$ cat config.mk
export PLATFORM = sky130hd
export DESIGN_NAME = regfile_param_flat
export DESIGN_NICKNAME = d
export VERILOG_FILES = /design/src/rtl/regfile_param_if.sv /design/src/rtl/regfile_param.sv /design/src/flat_wrapper.sv
export SDC_FILE = /design/constraint.sdc
export NUM_CORES = 1
export LEC_CHECK = 0
export CORE_MARGIN = 4
export CORE_UTILIZATION = 51
export CTS_BUF_LIST = sky130_fd_sc_hd__clkbuf_8
export DETAILED_ROUTE_END_ITERATION = 10
export PLACE_DENSITY = 0.88
export SYNTH_ARGS = -nofsm -noshare
export SYNTH_HDL_FRONTEND = slang
export SYNTH_SLANG_ARGS = --single-unit
$ cat constraint.sdc
create_clock -name clk -period 4.4 [get_ports clk]
set_input_delay 0.44 -clock clk [delete_from_list [all_inputs] [get_ports clk]]
set_output_delay 0.44 -clock clk [all_outputs]
set_load 0.02 [all_outputs]
$ cat src/rtl/regfile_param_if.sv
// Register file bus: general read/write ports, stack pointer control and
// status register update lines shared by the datapath and the register file.
interface regfile_param_if #(
  parameter int DATA_W = 8,
  parameter int SEL_W  = 2
);
  logic              wr_en;
  logic [SEL_W-1:0]  wr_sel;
  logic [DATA_W-1:0] wr_data;
  logic [SEL_W-1:0]  rd_a_sel;
  logic [DATA_W-1:0] rd_a_data;
  logic [SEL_W-1:0]  rd_b_sel;
  logic [DATA_W-1:0] rd_b_data;
  logic [1:0]        sp_op;
  logic [DATA_W-1:0] sp_wdata;
  logic [DATA_W-1:0] sp;
  logic [DATA_W+7:0] stack_addr;
  logic              sp_wrap;
  logic              p_load;
  logic [7:0]        p_wdata;
  logic [7:0]        flag_we;
  logic [7:0]        flag_in;
  logic [7:0]        p;

  modport master (
    output wr_en, wr_sel, wr_data, rd_a_sel, rd_b_sel,
           sp_op, sp_wdata, p_load, p_wdata, flag_we, flag_in,
    input  rd_a_data, rd_b_data, sp, stack_addr, sp_wrap, p
  );

  modport slave (
    input  wr_en, wr_sel, wr_data, rd_a_sel, rd_b_sel,
           sp_op, sp_wdata, p_load, p_wdata, flag_we, flag_in,
    output rd_a_data, rd_b_data, sp, stack_addr, sp_wrap, p
  );
endinterface

$ cat src/rtl/regfile_param.sv
// Parametrised CPU register file: general registers with two read ports,
// stack pointer with push/pull sequencing, and masked-update status register.
module regfile_param #(
  parameter int                DATA_W     = 8,
  parameter int                NUM_REGS   = 3,
  parameter int                SEL_W      = 2,
  parameter bit                BYPASS     = 1'b1,
  parameter logic [DATA_W-1:0] SP_RESET   = 8'hFD,
  parameter logic [7:0]        P_RESET    = 8'h24,
  parameter logic [7:0]        STACK_PAGE = 8'h01
) (
  input  logic           clk,
  input  logic           reset,
  regfile_param_if.slave bus
);

  localparam logic [1:0] SP_HOLD = 2'b00;
  localparam logic [1:0] SP_PUSH = 2'b01;
  localparam logic [1:0] SP_PULL = 2'b10;
  localparam logic [1:0] SP_LOAD = 2'b11;

  logic [DATA_W-1:0] regs [NUM_REGS];
  logic [DATA_W-1:0] sp_q;
  logic [DATA_W-1:0] sp_next;
  logic [DATA_W-1:0] stack_byte;
  logic              wrap_q;
  logic              wrap_next;
  logic [7:0]        p_q;
  logic              wr_in_range;
  logic [DATA_W-1:0] rd_a;
  logic [DATA_W-1:0] rd_b;

  // General register write; out-of-range selects match no register
  always_ff @(posedge clk) begin
    for (int unsigned i = 0; i < NUM_REGS; i++) begin
      if (!reset)
        regs[i] <= '0;
      else if (bus.wr_en && bus.wr_sel == SEL_W'(i))
        regs[i] <= bus.wr_data;
    end
  end

  // Read ports: unselected/out-of-range give 0, optional same-cycle bypass
  always_comb begin
    rd_a        = '0;
    rd_b        = '0;
    wr_in_range = 1'b0;
    for (int unsigned i = 0; i < NUM_REGS; i++) begin
      if (bus.rd_a_sel == SEL_W'(i)) rd_a = regs[i];
      if (bus.rd_b_sel == SEL_W'(i)) rd_b = regs[i];
      if (bus.wr_sel == SEL_W'(i))   wr_in_range = 1'b1;
    end
    if (BYPASS && bus.wr_en && wr_in_range) begin
      if (bus.wr_sel == bus.rd_a_sel) rd_a = bus.wr_data;
      if (bus.wr_sel == bus.rd_b_sel) rd_b = bus.wr_data;
    end
  end

  // Stack pointer next value, effective stack byte and wrap detection
  always_comb begin
    sp_next    = sp_q;
    stack_byte = sp_q;
    wrap_next  = 1'b0;
    case (bus.sp_op)
      SP_PUSH: begin
        sp_next   = sp_q - DATA_W'(1);
        wrap_next = (sp_q == '0);
      end
      SP_PULL: begin
        sp_next    = sp_q + DATA_W'(1);
        stack_byte = sp_q + DATA_W'(1);
        wrap_next  = (sp_q == '1);
      end
      SP_LOAD: sp_next = bus.sp_wdata;
      SP_HOLD: sp_next = sp_q;
      default: sp_next = sp_q;
    endcase
  end

  // Stack pointer and wrap pulse registers
  always_ff @(posedge clk) begin
    if (!reset) begin
      sp_q   <= SP_RESET;
      wrap_q <= 1'b0;
    end else begin
      sp_q   <= sp_next;
      wrap_q <= wrap_next;
    end
  end

  // Status register: whole load wins over per-flag mask; bit 5 is pinned high
  always_ff @(posedge clk) begin
    if (!reset)
      p_q <= P_RESET | 8'h20;
    else if (bus.p_load)
      p_q <= bus.p_wdata | 8'h20;
    else
      p_q <= (p_q & ~bus.flag_we) | (bus.flag_in & bus.flag_we) | 8'h20;
  end

  assign bus.rd_a_data  = rd_a;
  assign bus.rd_b_data  = rd_b;
  assign bus.sp         = sp_q;
  assign bus.stack_addr = {STACK_PAGE, stack_byte};
  assign bus.sp_wrap    = wrap_q;
  assign bus.p          = p_q;

endmodule

$ cat src/flat_wrapper.sv
// flat-port wrapper written by rule: the top's interface ports become plain ports
module regfile_param_flat 
#(
  parameter int                DATA_W     = 8,
  parameter int                NUM_REGS   = 3,
  parameter int                SEL_W      = 2,
  parameter bit                BYPASS     = 1'b1,
  parameter logic [DATA_W-1:0] SP_RESET   = 8'hFD,
  parameter logic [7:0]        P_RESET    = 8'h24,
  parameter logic [7:0]        STACK_PAGE = 8'h01
)
  (clk, reset, bus_wr_en, bus_wr_sel, bus_wr_data, bus_rd_a_sel, bus_rd_b_sel, bus_sp_op, bus_sp_wdata, bus_p_load, bus_p_wdata, bus_flag_we, bus_flag_in, bus_rd_a_data, bus_rd_b_data, bus_sp, bus_stack_addr, bus_sp_wrap, bus_p);
  regfile_param_if #(.DATA_W(DATA_W), .SEL_W(SEL_W)) bus_i ();
  input  logic clk;
  input  logic reset;
  input wire logic [$bits(bus_i.wr_en)-1:0] bus_wr_en;
  input wire logic [$bits(bus_i.wr_sel)-1:0] bus_wr_sel;
  input wire logic [$bits(bus_i.wr_data)-1:0] bus_wr_data;
  input wire logic [$bits(bus_i.rd_a_sel)-1:0] bus_rd_a_sel;
  input wire logic [$bits(bus_i.rd_b_sel)-1:0] bus_rd_b_sel;
  input wire logic [$bits(bus_i.sp_op)-1:0] bus_sp_op;
  input wire logic [$bits(bus_i.sp_wdata)-1:0] bus_sp_wdata;
  input wire logic [$bits(bus_i.p_load)-1:0] bus_p_load;
  input wire logic [$bits(bus_i.p_wdata)-1:0] bus_p_wdata;
  input wire logic [$bits(bus_i.flag_we)-1:0] bus_flag_we;
  input wire logic [$bits(bus_i.flag_in)-1:0] bus_flag_in;
  output wire logic [$bits(bus_i.rd_a_data)-1:0] bus_rd_a_data;
  output wire logic [$bits(bus_i.rd_b_data)-1:0] bus_rd_b_data;
  output wire logic [$bits(bus_i.sp)-1:0] bus_sp;
  output wire logic [$bits(bus_i.stack_addr)-1:0] bus_stack_addr;
  output wire logic [$bits(bus_i.sp_wrap)-1:0] bus_sp_wrap;
  output wire logic [$bits(bus_i.p)-1:0] bus_p;
  assign bus_i.wr_en = bus_wr_en;
  assign bus_i.wr_sel = bus_wr_sel;
  assign bus_i.wr_data = bus_wr_data;
  assign bus_i.rd_a_sel = bus_rd_a_sel;
  assign bus_i.rd_b_sel = bus_rd_b_sel;
  assign bus_i.sp_op = bus_sp_op;
  assign bus_i.sp_wdata = bus_sp_wdata;
  assign bus_i.p_load = bus_p_load;
  assign bus_i.p_wdata = bus_p_wdata;
  assign bus_i.flag_we = bus_flag_we;
  assign bus_i.flag_in = bus_flag_in;
  assign bus_rd_a_data = bus_i.rd_a_data;
  assign bus_rd_b_data = bus_i.rd_b_data;
  assign bus_sp = bus_i.sp;
  assign bus_stack_addr = bus_i.stack_addr;
  assign bus_sp_wrap = bus_i.sp_wrap;
  assign bus_p = bus_i.p;
  regfile_param #(.DATA_W(DATA_W), .NUM_REGS(NUM_REGS), .SEL_W(SEL_W), .BYPASS(BYPASS), .SP_RESET(SP_RESET), .P_RESET(P_RESET), .STACK_PAGE(STACK_PAGE)) u_core (.clk(clk), .reset(reset), .bus(bus_i));
endmodule
After elaboration in Yosys (flattened, before gate mapping)
Memory sizes are Yosys's and may differ from the RTL's.
Cells that the tools add are included.
{"block": "totals", "memories": 1, "input_bits": 52, "wordCells": 64, "output_inout_bits": 49, "ff_bits": 17, "ram_bits": 24}
{"memory": "u_core.regs", "depth": 3, "word_bits": 8, "rd": 3, "rd_clocked_by_memory_dff": 0, "write_ports": 3, "line": "regfile_param.sv:22", "source": "logic [DATA_W-1:0] regs [NUM_REGS];"}
{"block": "classes", "n_reduce_logical": 9, "n_bitwise": 7, "n_eq_ne": 12, "addsub": 2, "n_mux": 30}
{"operator": "8-bit two-way mux", "count": 15}
{"operator": "8-bit case mux with 3 select lines", "count": 1}
{"operator": "8-bit bitwise AND", "count": 2}
{"operator": "1-bit two-way mux", "count": 13}
{"operator": "2-bit == test (second input constant)", "count": 5}
{"operator": "8-bit by 1-bit adder with 8-bit output (second input constant)", "count": 1}
{"operator": "2-bit by 1-bit == test with 1-bit output (second input constant)", "count": 4}
{"operator": "8-bit == test (second input constant)", "count": 1}
{"operator": "2-bit logical NOT", "count": 4}
{"operator": "8-bit logical NOT", "count": 1}
{"operator": "8-bit inverter", "count": 1}
{"operator": "8-bit OR", "count": 1}
{"operator": "8-bit by 1-bit subtractor with 8-bit output (second input constant)", "count": 1}
{"operator": "2-bit == test", "count": 2}
{"operator": "1-bit logical AND", "count": 4}
{"operator": "1-bit OR", "count": 3}
{"operator": "1-bit case mux with 2 select lines", "count": 1}

Depth between registers and ports, before layout
{"block": "logic_depth", "word_depth": 6, "ltp_mapped": 7, "mapped_depth_nobuf": 6}

Worst setup path before layout
Ideal clock, no wire load.
{"block": "synth_timing", "path_kind": "register to output", "start": "register u_core.sp_q[0] (netlist: u_core.bus.sp[0])", "end": "output bus_stack_addr[4]", "path_buffers": 1, "stages_incl_launch_ff": 6, "arrival_time_ns": 1.616, "slack_ns": 2.344, "required_time_ns": 3.960, "cell_sequence": "dfxtp_1 ha_1 and2_1 clkbuf_1 nand3_1 xnor2_1"}
{"block": "synth_between", "elab_chain_len": 2}
{"item": "start: declaration", "line": "regfile_param.sv:23", "source": "logic [DATA_W-1:0] sp_q;"}
{"item": "start signal: assignment", "line": "regfile_param.sv:86", "source": "sp_q <= sp_next;"}
{"item": "8-bit by 1-bit adder with 8-bit output", "line": "regfile_param.sv:71", "source": "stack_byte = sp_q + DATA_W'(1);"}
{"item": "8-bit two-way mux", "line": "regfile_param.sv:64", "source": "case (bus.sp_op)"}
{"item": "end: declaration", "line": "flat_wrapper.sv:30", "source": "output wire logic [$bits(bus_i.stack_addr)-1:0] bus_stack_addr;"}
Every way passes these cells.

Worst setup path in the final report
{"block": "layout_timing", "start": "input bus_sp_op[0]", "end": "output bus_stack_addr[5]"}
{"block": "layout_between", "elab_chain_len": 2}
{"item": "start: declaration", "line": "flat_wrapper.sv:21", "source": "input wire logic [$bits(bus_i.sp_op)-1:0] bus_sp_op;"}
{"item": "2-bit == test", "line": "regfile_param.sv:64"}
{"item": "8-bit two-way mux", "line": "regfile_param.sv:64"}
Every way passes these cells.

==> flow_summary.json <==
{
  "pin_count": 101,
  "antenna_found_initial": 0,
  "slew_violations": 0,
  "reg2reg_from": "u_core.bus.sp[0]",
  "crit_start": "bus_sp_op[0]",
  "hpwl_um": 5810,
  "setup_viol": 0,
  "synth_edf_count": 24,
  "min_period_ns": 3.35,
  "via_count": 2594,
  "instances_no_fill": 456,
  "yosys-top-cells-area": "edfxtp_1 24%, dfxtp_1 11%, mux2_4 8.1%",
  "core_area_mm2": 0.00557,
  "cts_tree": "done",
  "rr_worst_depth": 6,
  "synthArstFlopShare_pct": 0,
  "worst_pin_slew_ns": 1.30,
  "cts_buffer_depth": 2,
  "dieArea_mm2": 0.00709,
  "fin_ws_ns": 1.05,
  "cts_root_buffer": "clkbuf_8",
  "arrival_ns": 2.91,
  "drtPass1Iterations": 4,
  "startpoint_type": "input port",
  "port_buffers": 88,
  "ir_drop_mv": 0.132,
  "worstSetupEndpoint": "bus_stack_addr[5]",
  "power_leakage_nw": 1.53,
  "dpl_worst_slack_ns": 1.07,
  "wl_per_cell_um": 17.3,
  "clk_latency_ns": 0.29,
  "rsz0062_at_grt": "no",
  "drtAntennaViolNets": 0,
  "max_freq_mhz": 298,
  "slew_headroom_pct": 12.7,
  "htreeDepth": 2,
  "hold_class": "reg -> reg",
  "postSynthCellCount": 309,
  "layout-drive-gt1-share_pct": 9.64,
  "clk_pin_slew_ns": 0.08,
  "viasPerCell": 5.69,
  "grt_overflow_total": 0,
  "status": "completed",
  "gp_congestion": 0.875,
  "yosys_warnings": 0,
  "worstReg2RegEnd": "u_core.bus.sp[6]",
  "tns_ns": 0,
  "cts_resized": 0,
  "crit_required_ns": 3.96,
  "cts_hold_buf": 0,
  "end_kind": "output pin",
  "hold_viol_final": 0,
  "synth_seq_cells": 40,
  "post-place-cells": 448,
  "powerDensity_mw_per_mm2": 273,
  "initial_core_util_pct": 53.2,
  "grt_pass1_vias": 2647,
  "crit_type": "in -> out",
  "finClkSkew_ns": 0.00557,
  "synthesis.area_mm2": 0.00296,
  "grt_start_max_net_pins": 21,
  "cts_setup_buffers": 0,
  "ys_seq_area_share_pct": 35.1,
  "rows": 27,
  "hold_depth": 3,
  "fill_cells": 430,
  "die_y_um": 84.2,
  "finalNetCount": 442,
  "cts_buffers": 5,
  "drc": 0,
  "layout_commonest_cell": "clkdlybuf4s50_1",
  "grt_pass1_wl_um": 13000,
  "finalWirelength_um": 7910,
  "grt_usage_pct": 22.6,
  "cap_viol_max_count": 0,
  "rrSetupSlack_ns": 2.63,
  "die_w_um": 84.2,
  "postSynthAreaPerCell_um2": 9.59,
  "drt-initial-drc-count": 164,
  "antennaDiodeCount": 0,
  "yosys.cell_types.count": 52,
  "area_growth_pct": 30.4,
  "yosys.area.top_type": "edfxtp_1",
  "final_cell_mix": "88 x clkdlybuf4s50_1, 41 x nand2_1, 31 x and2_1",
  "synth_top_cell_area_share_pct": 24.3,
  "fin_crit_sh_pct": 76.1,
  "clock_sinks": 40,
  "crit_fanout": 16,
  "synthFlopType": "edfxtp_1"
}
==> where the power goes <==
group / switching (W) / total [W] / internal (W) / leakage, nW
Combinational: 0.000178 / 0.000360 / 0.000182 / 1.12
Sequential: 0.0000322 / 0.000458 / 0.000426 / 0.369
Clock: 0.000131 / 0.000239 / 0.000108 / 0.0430
==> per-stage QoR <==
| stage | utilization [%] | area [um^2] | total power [W] | hold slack (ns) |
|---|---|---|---|---|
| 2_1_floorplan | - | 2990 | 0.000678 | 0.568 |
| 3_3_place_gp | 67.8 | 3780 | 0.000810 | 0.576 |
| 3_5_place_dp | 67.8 | 3780 | 0.000822 | 0.610 |
| 4_1_cts | 69.3 | 3860 | 0.00106 | 0.628 |
| 5_1_grt | 69.3 | 3860 | 0.00111 | 0.659 |
| 6_report | 69.3 | 3860 | 0.00106 | 0.628 |
==> Yosys cell counts, types with 3 or more instances <==
cell type,n
nand3_1,6
o211ai_1,3
buf_6,5
dfxtp_1,16
mux2_4,16
ha_1,7
nand2_1,41
nor2b_1,3
xor2_1,4
a21oi_1,5
clkbuf_1,10
buf_4,11
mux2i_1,23
nand4_1,6
xnor2_1,7
o21ai_0,28
edfxtp_1,24
inv_1,8
buf_2,5
and2_1,31
nor2_1,9
==> routing by layer <==
metal / GRT usage, % / wire, um / share of wire [%] / vias to the layer above
met5: 0 / 0 / 0 / -
met4: 7.89 / 170 / 2.1 / 0
met3: 5.10 / 391 / 4.9 / 18
met2: 41.1 / 4200 / 53 / 95
met1: 25.9 / 3150 / 40 / 1260
li1: - / - / - / 1221
==> cells by family after synthesis <==
| group | count (synthesis) | synth area share (%) |
|---|---|---|
| multiplexers | 40 | 16.3 |
| buffers and inverters | 40 | 7.94 |
| AND/OR/NAND/NOR | 111 | 20.4 |
| other | 2 | 0.253 |
| flip-flops | 40 | 35.1 |
| adder cells (fa/ha/maj) | 7 | 2.96 |
| XOR/XNOR | 11 | 3.25 |
| AO/OA/AOI/OAI | 58 | 13.8 |
==> worst max-delay path, stage by stage <==
cell,delay (ns)
clkdlybuf4s50_1,0.45
inv_1,0.10
ha_1,0.49
nand4_1,0.33
nor2_1,0.25
xor2_1,0.21
clkdlybuf4s50_1,0.64
==> cell type report <==
cell class	instances	area [um^2]	area share, %
clock buffers	5	68.8	1.78
clock inverters	3	15.0	0.388
inverters	9	33.8	0.874
multi-input cells	236	1710	44.3
flip-flops and latches	40	1040	26.9
well taps	72	90.1	2.33
repair buffers	91	903	23.4
==> worst min path at each step <==
stage                           end            from
after global placement    flip-flop       flip-flop
after global routing      flip-flop       flip-flop
after detailed placement  flip-flop       flip-flop
final                     flip-flop       flip-flop
after CTS                 flip-flop       flip-flop
after floorplan           flip-flop  bus_p_wdata[2]
Power figures use the tool's default switching activity.
